### src/rtl/audio_seq_pkg.sv
// rtl/audio_seq_pkg.sv - shared state type and default widths for the audio sample sequencer
// Contents: AUDIO_DATA_W (default sample width), LAT_W (filter latency counter width),
//           seq_state_t (sequencer FSM states).
package audio_seq_pkg;

  localparam int AUDIO_DATA_W = 24;

  // Wide enough for the largest supported filter latency (15).
  localparam int LAT_W = 4;

  typedef enum logic [2:0] {
    IDLE   = 3'd0,
    POP    = 3'd1,
    SHIFT  = 3'd2,
    WAIT   = 3'd3,
    WRWAIT = 3'd4,
    PUSH   = 3'd5
  } seq_state_t;

endpackage

### src/rtl/audio_sample_sequencer.sv
// rtl/audio_sample_sequencer.sv - per-sample read/shift/write sequencer between the CODEC and the moving-average filter
// Ports:
//   clk, rst_n                         clock, asynchronous active-low reset
//   read_ready, readdata_left/right    CODEC sample pair available / data
//   read                               one-cycle pop pulse to the CODEC
//   write_ready, write                 CODEC can accept / one-cycle push pulse
//   sample_left/right, shift_en        captured sample and tap-line advance strobe for the filter
//   filt_left/right                    filter outputs
//   bypass                             1 = return the raw sample instead of the filtered value
//   writedata_left/right               data to the CODEC, held stable through write
//   busy                               sequencer is not idle
//   drop_cnt                           saturating count of writes abandoned on timeout
module audio_sample_sequencer
  import audio_seq_pkg::*;
#(
  parameter int DATA_W     = AUDIO_DATA_W,
  parameter int FILT_LAT   = 1,
  parameter int WR_TIMEOUT = 4096,
  parameter int DROP_W     = 8
) (
  input  logic              clk,
  input  logic              rst_n,
  input  logic              read_ready,
  input  logic [DATA_W-1:0] readdata_left,
  input  logic [DATA_W-1:0] readdata_right,
  output logic              read,
  input  logic              write_ready,
  output logic              write,
  output logic [DATA_W-1:0] sample_left,
  output logic [DATA_W-1:0] sample_right,
  output logic              shift_en,
  input  logic [DATA_W-1:0] filt_left,
  input  logic [DATA_W-1:0] filt_right,
  input  logic              bypass,
  output logic [DATA_W-1:0] writedata_left,
  output logic [DATA_W-1:0] writedata_right,
  output logic              busy,
  output logic [DROP_W-1:0] drop_cnt
);

  // to_cnt must be able to hold WR_TIMEOUT-1, including the WR_TIMEOUT=1 case.
  localparam int              TO_W    = $clog2(WR_TIMEOUT + 1);
  localparam logic [TO_W-1:0] TO_LAST = TO_W'(WR_TIMEOUT - 1);

  seq_state_t        state, state_nxt;
  logic [LAT_W-1:0]  lat_cnt, lat_nxt;
  logic [TO_W-1:0]   to_cnt, to_nxt;
  logic [DROP_W-1:0] drop_nxt;
  logic              read_nxt, write_nxt, shift_nxt;
  logic [DATA_W-1:0] sample_l_nxt, sample_r_nxt;
  logic [DATA_W-1:0] wd_l_nxt, wd_r_nxt;

  assign busy = (state != IDLE);

  always_ff @(posedge clk or negedge rst_n) begin
    if (!rst_n) begin
      state           <= IDLE;
      read            <= 1'b0;
      write           <= 1'b0;
      shift_en        <= 1'b0;
      sample_left     <= '0;
      sample_right    <= '0;
      writedata_left  <= '0;
      writedata_right <= '0;
      lat_cnt         <= '0;
      to_cnt          <= '0;
      drop_cnt        <= '0;
    end else begin
      state           <= state_nxt;
      read            <= read_nxt;
      write           <= write_nxt;
      shift_en        <= shift_nxt;
      sample_left     <= sample_l_nxt;
      sample_right    <= sample_r_nxt;
      writedata_left  <= wd_l_nxt;
      writedata_right <= wd_r_nxt;
      lat_cnt         <= lat_nxt;
      to_cnt          <= to_nxt;
      drop_cnt        <= drop_nxt;
    end
  end

  // Pulses (read/write/shift_en) default low so each is high for exactly one
  // cycle; data and counters default to holding their value.
  always_comb begin
    state_nxt    = state;
    read_nxt     = 1'b0;
    write_nxt    = 1'b0;
    shift_nxt    = 1'b0;
    sample_l_nxt = sample_left;
    sample_r_nxt = sample_right;
    wd_l_nxt     = writedata_left;
    wd_r_nxt     = writedata_right;
    lat_nxt      = lat_cnt;
    to_nxt       = to_cnt;
    drop_nxt     = drop_cnt;

    case (state)
      IDLE: begin
        // write_ready is deliberately not looked at here.
        if (read_ready) begin
          sample_l_nxt = readdata_left;
          sample_r_nxt = readdata_right;
          read_nxt     = 1'b1;
          state_nxt    = POP;
        end
      end

      POP: begin
        shift_nxt = 1'b1;
        lat_nxt   = LAT_W'(FILT_LAT);
        state_nxt = SHIFT;
      end

      SHIFT: begin
        state_nxt = WAIT;
      end

      WAIT: begin
        lat_nxt = lat_cnt - 1'b1;
        // Last latency cycle: filt_* reflects the sample shifted in by shift_en.
        if (lat_cnt <= LAT_W'(1)) begin
          wd_l_nxt  = bypass ? sample_left  : filt_left;
          wd_r_nxt  = bypass ? sample_right : filt_right;
          to_nxt    = '0;
          state_nxt = WRWAIT;
        end
      end

      WRWAIT: begin
        if (write_ready) begin
          write_nxt = 1'b1;
          state_nxt = PUSH;
        end else if (to_cnt == TO_LAST) begin
          // Give up on this sample; the CODEC never became ready.
          if (drop_cnt != {DROP_W{1'b1}}) begin
            drop_nxt = drop_cnt + 1'b1;
          end
          state_nxt = IDLE;
        end else begin
          to_nxt = to_cnt + 1'b1;
        end
      end

      PUSH: begin
        state_nxt = IDLE;
      end

      default: begin
        state_nxt = IDLE;
      end
    endcase
  end

endmodule

### config.mk
export PLATFORM = sky130hd
export DESIGN_NAME = audio_sample_sequencer
export DESIGN_NICKNAME = d
export VERILOG_FILES = /design/src/rtl/audio_seq_pkg.sv /design/src/rtl/audio_sample_sequencer.sv
export SDC_FILE = /design/constraint.sdc
export NUM_CORES = 1
export LEC_CHECK = 0
export ABC_AREA = 1
export CORE_ASPECT_RATIO = 0.7
export CORE_MARGIN = 1
export CORE_UTILIZATION = 40
export CTS_CLUSTER_SIZE = 24
export DETAILED_ROUTE_END_ITERATION = 12
export DONT_BUFFER_PORTS = 1
export PLACE_DENSITY_LB_ADDON = 0.25
export SLEW_MARGIN = 20
export SYNTH_ARGS = -nofsm -noshare
export SYNTH_HDL_FRONTEND = slang
export SYNTH_SLANG_ARGS = --single-unit
export TNS_END_PERCENT = 100
### constraint.sdc
create_clock -name clk -period 3.45 [get_ports clk]
set_clock_uncertainty 0.15 [all_clocks]
set_input_delay 0.69 -clock clk [delete_from_list [all_inputs] [get_ports clk]]
set_output_delay 0.69 -clock clk [all_outputs]
set_load 0.05 [all_outputs]
==> reports/results.ini <==
[layout]
n_fill_cell = 1325
finalNonFillerCells = 847
post_route_cells_drive_above_1_share_pct = 8.067
syn2layout_area_growth_pct = 12.36
final_core_util_pct = 46.25
diodes = 0
finalNetCount = 749

[grt]
grt_max_degree = 128
grt_first_pass_wirelength_um = 21070
grt_pass1_vias = 4137
grt-ovfl-total = 0
grt_use_total_pct = 18.27
antenna_found_initial = 0

[worst_setup_path]
crit_arrival_ns = 1.37
cp.required_ns = 2.61
regToRegSetupSlack_ns = 1.30
crit_type = reg -> out
timing.rr.start = lat_cnt[0]
rr_worst_depth = 9
critPathBufInv = 0
startpoint_type = flip-flop
timing.rr.end = writedata_right[6]
end_kind = primary output
worst_path_max_delay_cell = dfrtp_1
critical_path.cell_chain = nor2_1 -> nand2_1
cp_max_fo = 4
critPathTopFamily = simple AND/OR/NAND/NOR gates
max_stage_delay_ns = 0.44

[clock_network]
clk_latency_ns = 0.40
clockBufferDepth = 2
cts_made_buffers = 17
cts_tree = done
post_cts_buffers = 0
cts-root-buf = clkbuf_16
cts.repair.resized = 0
path_clk_slew_ns = 0.06
cts.htree.levels = 4
clock-sinks = 127

[flow_run]
max_cap_violations = 0

[yosys]
yosysMostFrequentCell = nand2_1
synthFlopType = dfrtp_1
synth-seq-cells = 127
yosys.cell_types.count = 35
avgSynthCellArea_sq_um = 8.870
ys_seq_area_share_pct = 55.29
async_flop_share_pct = 100.0
synth.top_cells.by_count = 227 x nand2_1, 127 x dfrtp_1, 70 x nor2_1
synth-edff-count = 0
syn_area_sq_um = 5748
synth-warning-count = 0
synth_area_leader_cell = dfrtp_1
syn_inst = 648
synth.top_cell.area_share_pct = 55.29
synth.area.top_cells = dfrtp_1 55%, nand2_1 15%, mux2i_1 8.4%
syn-num-nets = 753

[pwr]
leakage_nw = 3.196
ir_drop_mv = 0.5101
finalPower_mw = 7.389
power_per_cell_area_nw_per_um2 = 1144

[timing]
rsz0062_at_grt = no
period_share_pct = 63.95
hold_violations = 127
fmax_ghz = 0.4532
setup_violations = 0
final_max_slew_viol_count = 0
hold_ws_ns = -0.1669
fin_tns_setup_ns = 0
maxSlewHeadroom_pct = 57.19
tightest_slew_ns = 0.6421
period_needed_ns = 2.206

[route]
drt-initial-drc-count = 163
viasPerCell = 5.046
routed_wl_um = 13570
drc = 0
firstDrtPassIters = 6
antenna_left = 0
wl_per_cell_um = 16.02
num_vias = 4274

[placement]
port_buffers = 0
dpl.hpwl_um = 9134
gp_congestion = 0.8311
dp_cells = 815

[floorplan]
die_w_um = 145.3
rows = 36
start_util_pct = 41.16
die-area_sq_um = 14860
core_area_sq_um = 13960
die_h_um = 102.3
io_pins = 209

[hold_path]
hp-class = in -> async

[outcome]
violations = hold timing
outcome = finished with violations

==> metrics by stage <==
step           cell area (sq um)  setup slack (ns)
4_1_cts                     6459             1.231
3_3_place_gp                5877             1.471
5_1_grt                     6459             1.076
6_report                    6459             1.244
2_1_floorplan               5748             1.582
3_5_place_dp                5877             1.331
==> final cells by class <==
| class | count | area, sq um | area share (%) |
|---|---|---|---|
| repair buffers | 4 | 30.03 | 0.4649 |
| clock inverters | 13 | 138.9 | 2.150 |
| well taps | 190 | 237.7 | 3.681 |
| clock buffers | 19 | 442.9 | 6.858 |
| multi-input cells | 460 | 2303 | 35.66 |
| inverters | 34 | 127.6 | 1.976 |
| flip-flops and latches | 127 | 3178 | 49.21 |
==> worst max-delay path by stage <==
stage               slack [ns]            endpoint         from  depth (start not counted)
floorplan                 1.58         drop_cnt[0]  drop_cnt[0]                          6
global placement          1.47  writedata_left[20]   lat_cnt[0]                          9
detailed placement        1.33  writedata_left[16]   lat_cnt[0]                          9
CTS                       1.23                busy     state[2]                          2
global route              1.08   writedata_left[5]   lat_cnt[0]                          9
finish                    1.24                busy     state[2]                          2
==> logic make-up after synthesis <==
| kind of cell | count (synthesis) | share of synthesized area [%] |
|---|---|---|
| simple gates | 335 | 23.49 |
| flops | 127 | 55.29 |
| compound gates | 64 | 5.812 |
| buf+inv | 61 | 4.811 |
| mux | 48 | 8.359 |
| xor+xnor | 9 | 1.371 |
| fa+ha+maj | 4 | 0.8707 |
==> state kept, by name, summed over array words and instances, names as in the netlist <==
| register | flops |
|---|---|
| to_cnt | 13 |
| read | 1 |
| sample_left | 24 |
| writedata_right | 24 |
| drop_cnt | 8 |
| lat_cnt | 4 |
| shift_en | 1 |
| writedata_left | 24 |
| state | 3 |
| write | 1 |
| sample_right | 24 |
==> power by group <==
part	internal (mW)	switching, mW
logic	0.474	0.786
clock network	1.08	0.661
registers	2.02	2.36
==> layout by cell type, fill, tap and decap left out, types with 6 or more instances in the layout <==
cell | synthesis | layout
inv_2 | 6 | 6
inv_1 | 28 | 27
a21oi_1 | 52 | 52
nand2_1 | 227 | 227
dfrtp_1 | 127 | 127
clkbuf_16 | 0 | 17
nor2_1 | 70 | 70
xnor2_1 | 6 | 6
nand3_1 | 16 | 15
nor3_1 | 6 | 6
mux2i_1 | 48 | 48
==> per-layer routing <==
metal | global-route usage (%) | wire length (um)
met5 | 0 | 0
met1 | 23.80 | 6059
met3 | 5.625 | 1113
met2 | 29.22 | 6308
met4 | 6.316 | 86
Power figures use the tool's default switching activity.
